==> config.mk <==
export PLATFORM = sky130hd
export DESIGN_NAME = ddr_frame_sched
export DESIGN_NICKNAME = d
export VERILOG_FILES = /design/src/rtl/ddr_sched_pkg.sv /design/src/rtl/ddr_sched_desc_port.sv /design/src/rtl/ddr_frame_sched.sv
export SDC_FILE = /design/constraint.sdc
export NUM_CORES = 1
export LEC_CHECK = 0
export CAP_MARGIN = 20
export CORE_MARGIN = 10
export CORE_UTILIZATION = 69
export DETAILED_ROUTE_END_ITERATION = 12
export DONT_BUFFER_PORTS = 1
export GPL_TIMING_DRIVEN = 0
export PLACE_DENSITY = 0.85
export SETUP_SLACK_MARGIN = 0.05
export SYNTH_ARGS = -nofsm -noshare
export SYNTH_HDL_FRONTEND = slang
export SYNTH_SLANG_ARGS = --single-unit
==> constraint.sdc <==
create_clock -name aclk -period 3 [get_ports aclk]
set_clock_uncertainty 0.1 [all_clocks]
set_input_delay 0.6 -clock aclk [delete_from_list [all_inputs] [get_ports aclk]]
set_output_delay 0.6 -clock aclk [all_outputs]
set_load 0.03 [all_outputs]
==> src/rtl/ddr_sched_pkg.sv <==
`default_nettype none
// ============================================================================
// Module   : ddr_sched_pkg
// Brief    : Section/FSM state types and descriptor address helper shared by
//            the DDR frame scheduler.
// Revision : 1.0 - initial release
// ============================================================================
package ddr_sched_pkg;

  typedef enum logic [1:0] {
    SEC_FREE    = 2'd0,
    SEC_WRITING = 2'd1,
    SEC_READY   = 2'd2,
    SEC_READING = 2'd3
  } sec_state_e;

  typedef enum logic [1:0] {
    W_IDLE = 2'd0,
    W_REQ  = 2'd1,
    W_RUN  = 2'd2
  } wr_state_e;

  typedef enum logic [1:0] {
    R_IDLE = 2'd0,
    R_REQ  = 2'd1,
    R_RUN  = 2'd2
  } rd_state_e;

  // Section index sits directly above the frame offset; bank bits stay zero.
  function automatic logic [63:0] desc_addr(input logic [31:0] sec, input int len_w);
    return {32'd0, sec} << len_w;
  endfunction

endpackage
`default_nettype wire

==> src/rtl/ddr_sched_desc_port.sv <==
`default_nettype none
// ============================================================================
// Module   : ddr_sched_desc_port
// Brief    : Single-entry descriptor holding stage; address/length stay stable
//            from load until the valid/ready handshake.
// Revision : 1.0 - initial release
// ============================================================================
module ddr_sched_desc_port #(
  parameter int ADDR_WIDTH = 24,
  parameter int LEN_WIDTH  = 19
) (
  input  logic                  aclk,
  input  logic                  aresetn,
  input  logic                  load,
  input  logic [ADDR_WIDTH-1:0] load_addr,
  input  logic [LEN_WIDTH-1:0]  load_len,
  output logic [ADDR_WIDTH-1:0] cfg_addr,
  output logic [LEN_WIDTH-1:0]  cfg_len,
  output logic                  cfg_valid,
  input  logic                  cfg_ready
);

  logic [ADDR_WIDTH-1:0] r_addr;
  logic [LEN_WIDTH-1:0]  r_len;
  logic                  r_valid;

  always_ff @(posedge aclk or negedge aresetn) begin
    if (!aresetn) begin
      r_addr  <= '0;
      r_len   <= '0;
      r_valid <= 1'b0;
    end else if (load) begin
      r_addr  <= load_addr;
      r_len   <= load_len;
      r_valid <= 1'b1;
    end else if (r_valid && cfg_ready) begin
      r_valid <= 1'b0;
    end
  end

  assign cfg_addr  = r_addr;
  assign cfg_len   = r_len;
  assign cfg_valid = r_valid;

endmodule
`default_nettype wire

==> src/rtl/ddr_frame_sched.sv <==
`default_nettype none
// ============================================================================
// Module   : ddr_frame_sched
// Brief    : DDR frame-section allocator issuing write/read DMA descriptors;
//            the reader always gets the newest complete frame and never a
//            section under write. DDR_SCHED_REPEAT_EN allows re-reading the
//            same frame; otherwise only fresh frames are served.
// Revision : 1.0 - initial release
// ============================================================================
module ddr_frame_sched
  import ddr_sched_pkg::*;
#(
  parameter int SEC_WIDTH       = 2,
  parameter int LEN_WIDTH       = 19,
  parameter int BANK_WIDTH      = 3,
  parameter int MAX_LEN         = 518400,
  parameter int DESC_ADDR_WIDTH = BANK_WIDTH + SEC_WIDTH + LEN_WIDTH
) (
  input  logic                       aclk,
  input  logic                       aresetn,
  input  logic                       wr_start,
  input  logic                       rd_start,
  output logic [DESC_ADDR_WIDTH-1:0] wr_cfg_addr,
  output logic [LEN_WIDTH-1:0]       wr_cfg_len,
  output logic                       wr_cfg_valid,
  input  logic                       wr_cfg_ready,
  input  logic                       wr_done,
  output logic [DESC_ADDR_WIDTH-1:0] rd_cfg_addr,
  output logic [LEN_WIDTH-1:0]       rd_cfg_len,
  output logic                       rd_cfg_valid,
  input  logic                       rd_cfg_ready,
  input  logic                       rd_done,
  output logic [SEC_WIDTH-1:0]       wr_sec,
  output logic [SEC_WIDTH-1:0]       rd_sec,
  output logic                       frame_avail,
  output logic                       wr_ovr,
  output logic                       rd_skip
);

  localparam int                   c_num_sec = 2 ** SEC_WIDTH;
  localparam logic [LEN_WIDTH-1:0] c_len     = LEN_WIDTH'(MAX_LEN);

  wr_state_e            r_wr_st, w_wr_st_nxt;
  rd_state_e            r_rd_st, w_rd_st_nxt;
  sec_state_e           r_sec_st     [c_num_sec];
  sec_state_e           w_sec_st_nxt [c_num_sec];
  logic [SEC_WIDTH-1:0] r_latest, w_latest_nxt, r_wr_sec, w_wr_sec_nxt;
  logic [SEC_WIDTH-1:0] r_rd_sec, w_rd_sec_nxt, w_pick;
  logic                 r_latest_vld, w_latest_vld_nxt;
  logic                 r_wr_ovr, w_wr_ovr_nxt, r_rd_skip, w_rd_skip_nxt;
  logic                 w_pick_ok, w_wr_done_evt, w_rd_serviceable, w_wr_load, w_rd_load;
  logic [DESC_ADDR_WIDTH-1:0] w_wr_addr, w_rd_addr;
`ifndef DDR_SCHED_REPEAT_EN
  logic                 r_fresh, w_fresh_nxt;
`endif

  always_comb begin
    w_wr_st_nxt   = r_wr_st;
    w_rd_st_nxt   = r_rd_st;
    w_sec_st_nxt  = r_sec_st;
    w_wr_sec_nxt  = r_wr_sec;
    w_rd_sec_nxt  = r_rd_sec;
    w_wr_ovr_nxt  = 1'b0;
    w_rd_skip_nxt = 1'b0;
    w_wr_load     = 1'b0;
    w_rd_load     = 1'b0;
    w_pick        = '0;
    w_pick_ok     = 1'b0;
    for (int i = c_num_sec - 1; i >= 0; i--) begin
      if (r_sec_st[i] == SEC_FREE && !(r_latest_vld && r_latest == SEC_WIDTH'(i))) begin
        w_pick    = SEC_WIDTH'(i);
        w_pick_ok = 1'b1;
      end
    end
    // The read side sees the post-completion view of "latest" (same-cycle bypass).
    w_wr_done_evt    = (r_wr_st == W_RUN) && wr_done;
    w_latest_nxt     = w_wr_done_evt ? r_wr_sec : r_latest;
    w_latest_vld_nxt = w_wr_done_evt | r_latest_vld;
`ifdef DDR_SCHED_REPEAT_EN
    w_rd_serviceable = w_latest_vld_nxt;
`else
    w_fresh_nxt      = w_wr_done_evt | r_fresh;
    w_rd_serviceable = w_latest_vld_nxt && w_fresh_nxt;
`endif

    case (r_wr_st)
      W_IDLE: begin
        if (wr_start) begin
          if (w_pick_ok) begin
            w_wr_load              = 1'b1;
            w_wr_sec_nxt           = w_pick;
            w_sec_st_nxt[w_pick]   = SEC_WRITING;
            w_wr_st_nxt            = W_REQ;
          end else begin
            w_wr_ovr_nxt = 1'b1;
          end
        end
      end
      W_REQ: begin
        w_wr_ovr_nxt = wr_start;
        if (wr_cfg_ready) w_wr_st_nxt = W_RUN;
      end
      W_RUN: begin
        w_wr_ovr_nxt = wr_start;
        if (wr_done) begin
          if (r_latest_vld && r_latest != r_wr_sec && r_sec_st[r_latest] != SEC_READING)
            w_sec_st_nxt[r_latest] = SEC_FREE;
          w_sec_st_nxt[r_wr_sec] = SEC_READY;
          w_wr_st_nxt            = W_IDLE;
        end
      end
      default: w_wr_st_nxt = W_IDLE;
    endcase

    // Read edits come last so a section re-taken or released by the reader wins.
    case (r_rd_st)
      R_IDLE: begin
        if (rd_start) begin
          if (w_rd_serviceable) begin
            w_rd_load                  = 1'b1;
            w_rd_sec_nxt               = w_latest_nxt;
            w_sec_st_nxt[w_latest_nxt] = SEC_READING;
            w_rd_st_nxt                = R_REQ;
`ifndef DDR_SCHED_REPEAT_EN
            w_fresh_nxt                = 1'b0;
`endif
          end else begin
            w_rd_skip_nxt = 1'b1;
          end
        end
      end
      R_REQ: begin
        w_rd_skip_nxt = rd_start;
        if (rd_cfg_ready) w_rd_st_nxt = R_RUN;
      end
      R_RUN: begin
        w_rd_skip_nxt = rd_start;
        if (rd_done) begin
          w_sec_st_nxt[r_rd_sec] = (w_latest_vld_nxt && w_latest_nxt == r_rd_sec) ?
                                   SEC_READY : SEC_FREE;
          w_rd_st_nxt            = R_IDLE;
        end
      end
      default: w_rd_st_nxt = R_IDLE;
    endcase
  end

  always_ff @(posedge aclk or negedge aresetn) begin
    if (!aresetn) begin
      r_wr_st      <= W_IDLE;
      r_rd_st      <= R_IDLE;
      for (int i = 0; i < c_num_sec; i++) r_sec_st[i] <= SEC_FREE;
      r_latest     <= '0;
      r_latest_vld <= 1'b0;
      r_wr_sec     <= '0;
      r_rd_sec     <= '0;
      r_wr_ovr     <= 1'b0;
      r_rd_skip    <= 1'b0;
`ifndef DDR_SCHED_REPEAT_EN
      r_fresh      <= 1'b0;
`endif
    end else begin
      r_wr_st      <= w_wr_st_nxt;
      r_rd_st      <= w_rd_st_nxt;
      r_sec_st     <= w_sec_st_nxt;
      r_latest     <= w_latest_nxt;
      r_latest_vld <= w_latest_vld_nxt;
      r_wr_sec     <= w_wr_sec_nxt;
      r_rd_sec     <= w_rd_sec_nxt;
      r_wr_ovr     <= w_wr_ovr_nxt;
      r_rd_skip    <= w_rd_skip_nxt;
`ifndef DDR_SCHED_REPEAT_EN
      r_fresh      <= w_fresh_nxt;
`endif
    end
  end

  assign w_wr_addr = DESC_ADDR_WIDTH'(desc_addr(32'(w_pick), LEN_WIDTH));
  assign w_rd_addr = DESC_ADDR_WIDTH'(desc_addr(32'(w_latest_nxt), LEN_WIDTH));

  ddr_sched_desc_port #(.ADDR_WIDTH(DESC_ADDR_WIDTH), .LEN_WIDTH(LEN_WIDTH)) u_wr_port (
    .aclk      (aclk),
    .aresetn   (aresetn),
    .load      (w_wr_load),
    .load_addr (w_wr_addr),
    .load_len  (c_len),
    .cfg_addr  (wr_cfg_addr),
    .cfg_len   (wr_cfg_len),
    .cfg_valid (wr_cfg_valid),
    .cfg_ready (wr_cfg_ready)
  );

  ddr_sched_desc_port #(.ADDR_WIDTH(DESC_ADDR_WIDTH), .LEN_WIDTH(LEN_WIDTH)) u_rd_port (
    .aclk      (aclk),
    .aresetn   (aresetn),
    .load      (w_rd_load),
    .load_addr (w_rd_addr),
    .load_len  (c_len),
    .cfg_addr  (rd_cfg_addr),
    .cfg_len   (rd_cfg_len),
    .cfg_valid (rd_cfg_valid),
    .cfg_ready (rd_cfg_ready)
  );

  assign wr_sec      = r_wr_sec;
  assign rd_sec      = r_rd_sec;
  assign frame_avail = r_latest_vld;
  assign wr_ovr      = r_wr_ovr;
  assign rd_skip     = r_rd_skip;

endmodule
`default_nettype wire

; ---- Word-level counts from Yosys, hierarchy flattened
; Cells that the tools add are included.
[word_totals]
word_cells = 166
in_bits = 8
ff_bits = 30
[op_classes]
bitwise = 16
muxes = 64
magnitude_cmp = 10
eq_ne = 18
n_reduce_logical = 39
[ops]
columns = operator, count
row1 = $mux 8, 9
row2 = $mux 2, 21
row3 = $pmux 8 s2, 2
row4 = $mux 1, 21
row5 = $demux 2 s2, 5
row6 = $logic_and 1x1->1, 20
row7 = $ne 2x2->1 const B, 9
row8 = $ge 3x3->1 const B, 5
row9 = $lt 3x1->1 const B, 5
row10 = $not 2->3, 5
row11 = $logic_not 2->1, 7
row12 = $pmux 2 s3, 2
row13 = $and 4x4->4, 2
row14 = $and 8x8->8, 1
row15 = $bwmux 8, 1
row16 = $eq 2x2->1 const B, 4
row17 = $not 4->4, 2
row18 = $not 8->8, 1
row19 = $or 4x4->4, 2
row20 = $or 8x8->8, 1
row21 = $reduce_and 4->1, 2
row22 = $eq 2x1->1 const B, 3
row23 = $reduce_and 3->1, 2
row24 = $bmux 2 s2, 1
row25 = 7 further kinds, 14

; ---- Logic depth before layout (Yosys ltp)
[logic_depth]
ltp_word = 22
ltp_mapped = 8
depth_no_buf = 7

; ---- Modules after synthesis
; Synthesis repeated with hierarchy kept, for this count alone.
[unflattened]
cells_unflattened = 350
area_unflattened_um2 = 5114.9
[modules_own_cells]
columns = mod, cells_per_inst, area_each_um2, n_inst
row1 = ddr_sched_desc_port, 94, 1834.3, 2
row2 = ddr_frame_sched, 162, 1446.4, 1

; ---- Worst setup path before layout
; No wires, ideal clock.
[synth_timing]
path_type = register -> register
startpoint = register r_latest_vld (netlist: frame_avail)
endpoint = register r_wr_st[1]
arrival_ps = 1668
path_slack_ps = 1107
path_stages_with_launch = 6
synth_period_minus_slack_ps = 1893
cell_sequence = dfrtp_1 -> buf_6 -> or3b_4 -> a2bb2oi_4 -> a31oi_1 -> mux2_4
[synth_between]
elab_chain_len = 9
elab_cells_between_ends = 18
cone_classes = eq/ne (1) / mux (4) / reduce/logical (13)
[synth_lines]
columns = item, line_no
row1 = "start, declared", ddr_frame_sched.sv:49  ; logic r_latest_vld, w_latest_vld_nxt;
row2 = "start signal, assigned", ddr_frame_sched.sv:167  ; r_latest_vld <= w_latest_vld_nxt;
row3 = $logic_and 1x1->1, ddr_frame_sched.sv:70  ; if (r_sec_st[i] == SEC_FREE && !(r_latest_vld && r_latest == SEC_WIDTH'(i))) begin
row4 = $logic_not 1->1, ddr_frame_sched.sv:70
row5 = $logic_and 1x1->1, ddr_frame_sched.sv:70
row6 = $mux 1 (3 in a row), ddr_frame_sched.sv:70
row7 = $mux 1 *, ddr_frame_sched.sv:70
row8 = $ne 2x2->1 (no line) *, -
row9 = $reduce_and 4->1 (no line) *, -
row10 = "end signal, assigned", ddr_frame_sched.sv:163  ; r_wr_st <= w_wr_st_nxt;
row11 = "end, declared", ddr_frame_sched.sv:43  ; wr_state_e r_wr_st, w_wr_st_nxt;
; Every way passes the cells marked *; elsewhere a longest branch is shown, timed or not.
; A chain may end at the register's enable or synchronous reset.

==> results.json <==
{
  "status": "complete, no violations",
  "first_global_vias": 1894,
  "clock_sinks": 26,
  "fin_cells": 390,
  "coreArea_mm2": 0.00336,
  "die_y_um": 79.1,
  "pin_count": 103,
  "cts-resized-gates": 0,
  "power_density_mw_per_mm2": 880,
  "fin_tns_setup_ns": 0,
  "pre_cts_ws_ns": 0.820,
  "hp-start": "rd_cfg_ready",
  "grt_max_degree": 27,
  "setup_ws_ns": 0.788,
  "path_class": "register to register",
  "hold_violations": 0,
  "synth-edff-count": 0,
  "place_congestion": 0.905,
  "placed_cells": 385,
  "critPathMaxFanout": 10,
  "holdBufCountCts": 2,
  "drc_errors": 0,
  "ys_types": 53,
  "grt_remaining_overflow": 0,
  "ant_nets": 0,
  "yosys_warnings": 0,
  "grt_pass1_wl_um": 9200,
  "grt_util_met1_pct": 20.0,
  "r2r-end": "r_sec_st[6]$_DFF_PN0_",
  "clk_pin_slew_ns": 0.14,
  "wirelength_um": 5750,
  "synth_top_flop_cell": "dfrtp_1",
  "yosys_register_bits": 26,
  "cts_setup_buffers": 0,
  "layout-drive-gt1-share_pct": 31.7,
  "drtIter0Drc": 220,
  "period_minus_slack_ns": 2.21,
  "grt_usage_pct": 17.7,
  "rows": 21,
  "vias": 1961,
  "cts_buffers": 3,
  "required_ns": 3.14,
  "antenna_found_initial": 0,
  "crit_path_start_kind": "register",
  "rr_worst_depth": 7,
  "setup_viol": 0,
  "hold_depth": 1,
  "insertion_delay_ns": 0.32,
  "drv_cap": 0,
  "rsz0062_at_grt": "false",
  "p_leak_nw": 1.40,
  "firstDrtPassIters": 4,
  "avgSynthCellArea_um2": 8.79,
  "cp.arrival_ns": 2.36,
  "nNetsFinal": 364,
  "clockBufferDepth": 2,
  "top_usage_layer": "met2",
  "wire_per_inst_um": 14.8,
  "period_share_pct": 73.7,
  "avgViaCountPerCell": 5.03,
  "ys_seq_area_share_pct": 27.0,
  "hold_path.class": "input port to register",
  "slew_viol_final": 0,
  "htree_levels": 1,
  "initial_core_util_pct": 71.7,
  "syn_area_mm2": 0.00241,
  "portBuffers": 0,
  "die_area_mm2": 0.00626,
  "async_reset_ff_share_pct": 100,
  "worst_hold_path.endpoint": "u_rd_port.cfg_valid$_DFFE_PN0P_",
  "met3_usage_pct": 8.00,
  "synth_top_area_cell": "dfrtp_1",
  "maxSlewHeadroom_pct": 65.0,
  "use_met2_pct": 29.2,
  "r2r_start": "r_wr_st[0]$_DFFE_PN0P_",
  "syn2layout_area_growth_pct": 14.7,
  "synth_area_leaders": "dfrtp_1, buf_4, ha_1",
  "cts_tree": "done",
  "synth_top_area_share_pct": 27.0,
  "fmax_mhz": 452,
  "r2r_slack_ns": 0.79,
  "clockRootBuffer": "clkbuf_4",
  "die_w_um": 79.1,
  "peakVddDrop_mv": 0.495,
  "antenna-diode-count": 0,
  "crit_path_end_kind": "register",
  "worst_pin_slew_ns": 0.526,
  "synthCells": 274,
  "place_hpwl_um": 4660
}
[synthesized netlist by cell type, types with 3 or more instances]
cell type / n
nand2b_1: 5
nor3b_1: 3
clkbuf_1: 3
xor2_1: 3
a21oi_1: 8
nor3_1: 5
buf_4: 86
o22ai_1: 8
inv_1: 13
a31oi_1: 8
dfrtp_1: 26
and2_1: 6
nand3_1: 6
o21ai_0: 7
and3_1: 3
ha_1: 10
nor2_1: 10
nand2_1: 14
nor2b_1: 5
[worst max-delay path, cell delays in order (launching register included)]
cell and delay, ns:
dfrtp_1 0.45, inv_1 0.11, ha_1 0.23, buf_4 0.21, nand2_4 0.10, a2111oi_4 0.57, a221oi_2 0.15, a211oi_2 0.21
[layout by cell type (no fill, tap or decap), drive strengths merged, types with 7 or more instances in the layout]
master,instances
conb,66
buf,90
a31oi,8
o21ai,7
ha,10
inv,13
nand2,15
a21oi,8
nor2,10
o22ai,8
dfrtp,26
[state kept, by name (all words and copies together) (netlist names), 2 cells and up]
register and count:
r_sec_st 8, r_latest 2, r_rd_st 2, r_wr_st 2, rd_sec 2, wr_sec 2
[layer usage]
metal | part of all wire, % | wire length, µm
met2 | 49 | 2800
met5 | 0 | 0
met1 | 35 | 2030
met3 | 14 | 823
met4 | 1.8 | 105
[final cells by class]
type,instances,area [µm²]
fill,254,599
tap,46,57.6
inverter,13,48.8
sequential,26,651
timing repair buffer,2,30.0
clock buffer,3,22.5
buffer,92,678
multi-input combinational,208,1280
[metrics by stage]
stage	total power [W]	util, %	cell area, µm²	hold slack, ns
finish	0.00243	82.2	2760	0.259
global route	0.00262	82.2	2760	0.250
CTS	0.00242	82.2	2760	0.262
detailed placement	0.00226	80.6	2710	0.205
global placement	0.00224	80.6	2710	0.205
floorplan	0.00201	-	2650	0.204
[how the worst max path moves through the flow]
stage	to	start	cells after the start	slack, ns
after global placement	r_sec_st[6]$_DFF_PN0_	r_wr_st[0]$_DFFE_PN0P_	7	0.83
after global routing	r_sec_st[6]$_DFF_PN0_	r_wr_st[0]$_DFFE_PN0P_	7	0.55
final	r_sec_st[6]$_DFF_PN0_	r_wr_st[0]$_DFFE_PN0P_	7	0.79
after floorplan	r_wr_st[1]$_DFFE_PN0P_	frame_avail$_DFF_PN0_	5	1.11
after CTS	r_sec_st[6]$_DFF_PN0_	r_wr_st[0]$_DFFE_PN0P_	7	0.79
after detailed placement	r_sec_st[6]$_DFF_PN0_	r_wr_st[0]$_DFFE_PN0P_	7	0.82
[cells by family (layout without fill, tap and decap cells)]
kind of cell             count (synthesis)  count (layout)  synth area share, %
AO/OA/AOI/OAI                           59              59                 19.8
XOR/XNOR                                 3               3                 1.09
adder cells (fa/ha/maj)                 10              10                 5.19
buffers and inverters                  105             110                 30.2
flip-flops                              26              26                 27.0
multiplexers                             2               2                 1.09
other                                    1              66                0.156
AND/OR/NAND/NOR                         68              68                 15.5
[where the power goes]
part	total (W)	switching, W	leakage (nW)	internal [W]
logic	0.00150	0.000928	1.09	0.000575
registers	0.000780	0.000278	0.299	0.000503
clock network	0.000149	0.000102	0.0138	0.0000470
total	0.00243	0.00131	1.40	0.00113
(Power assumes the default switching activity.)
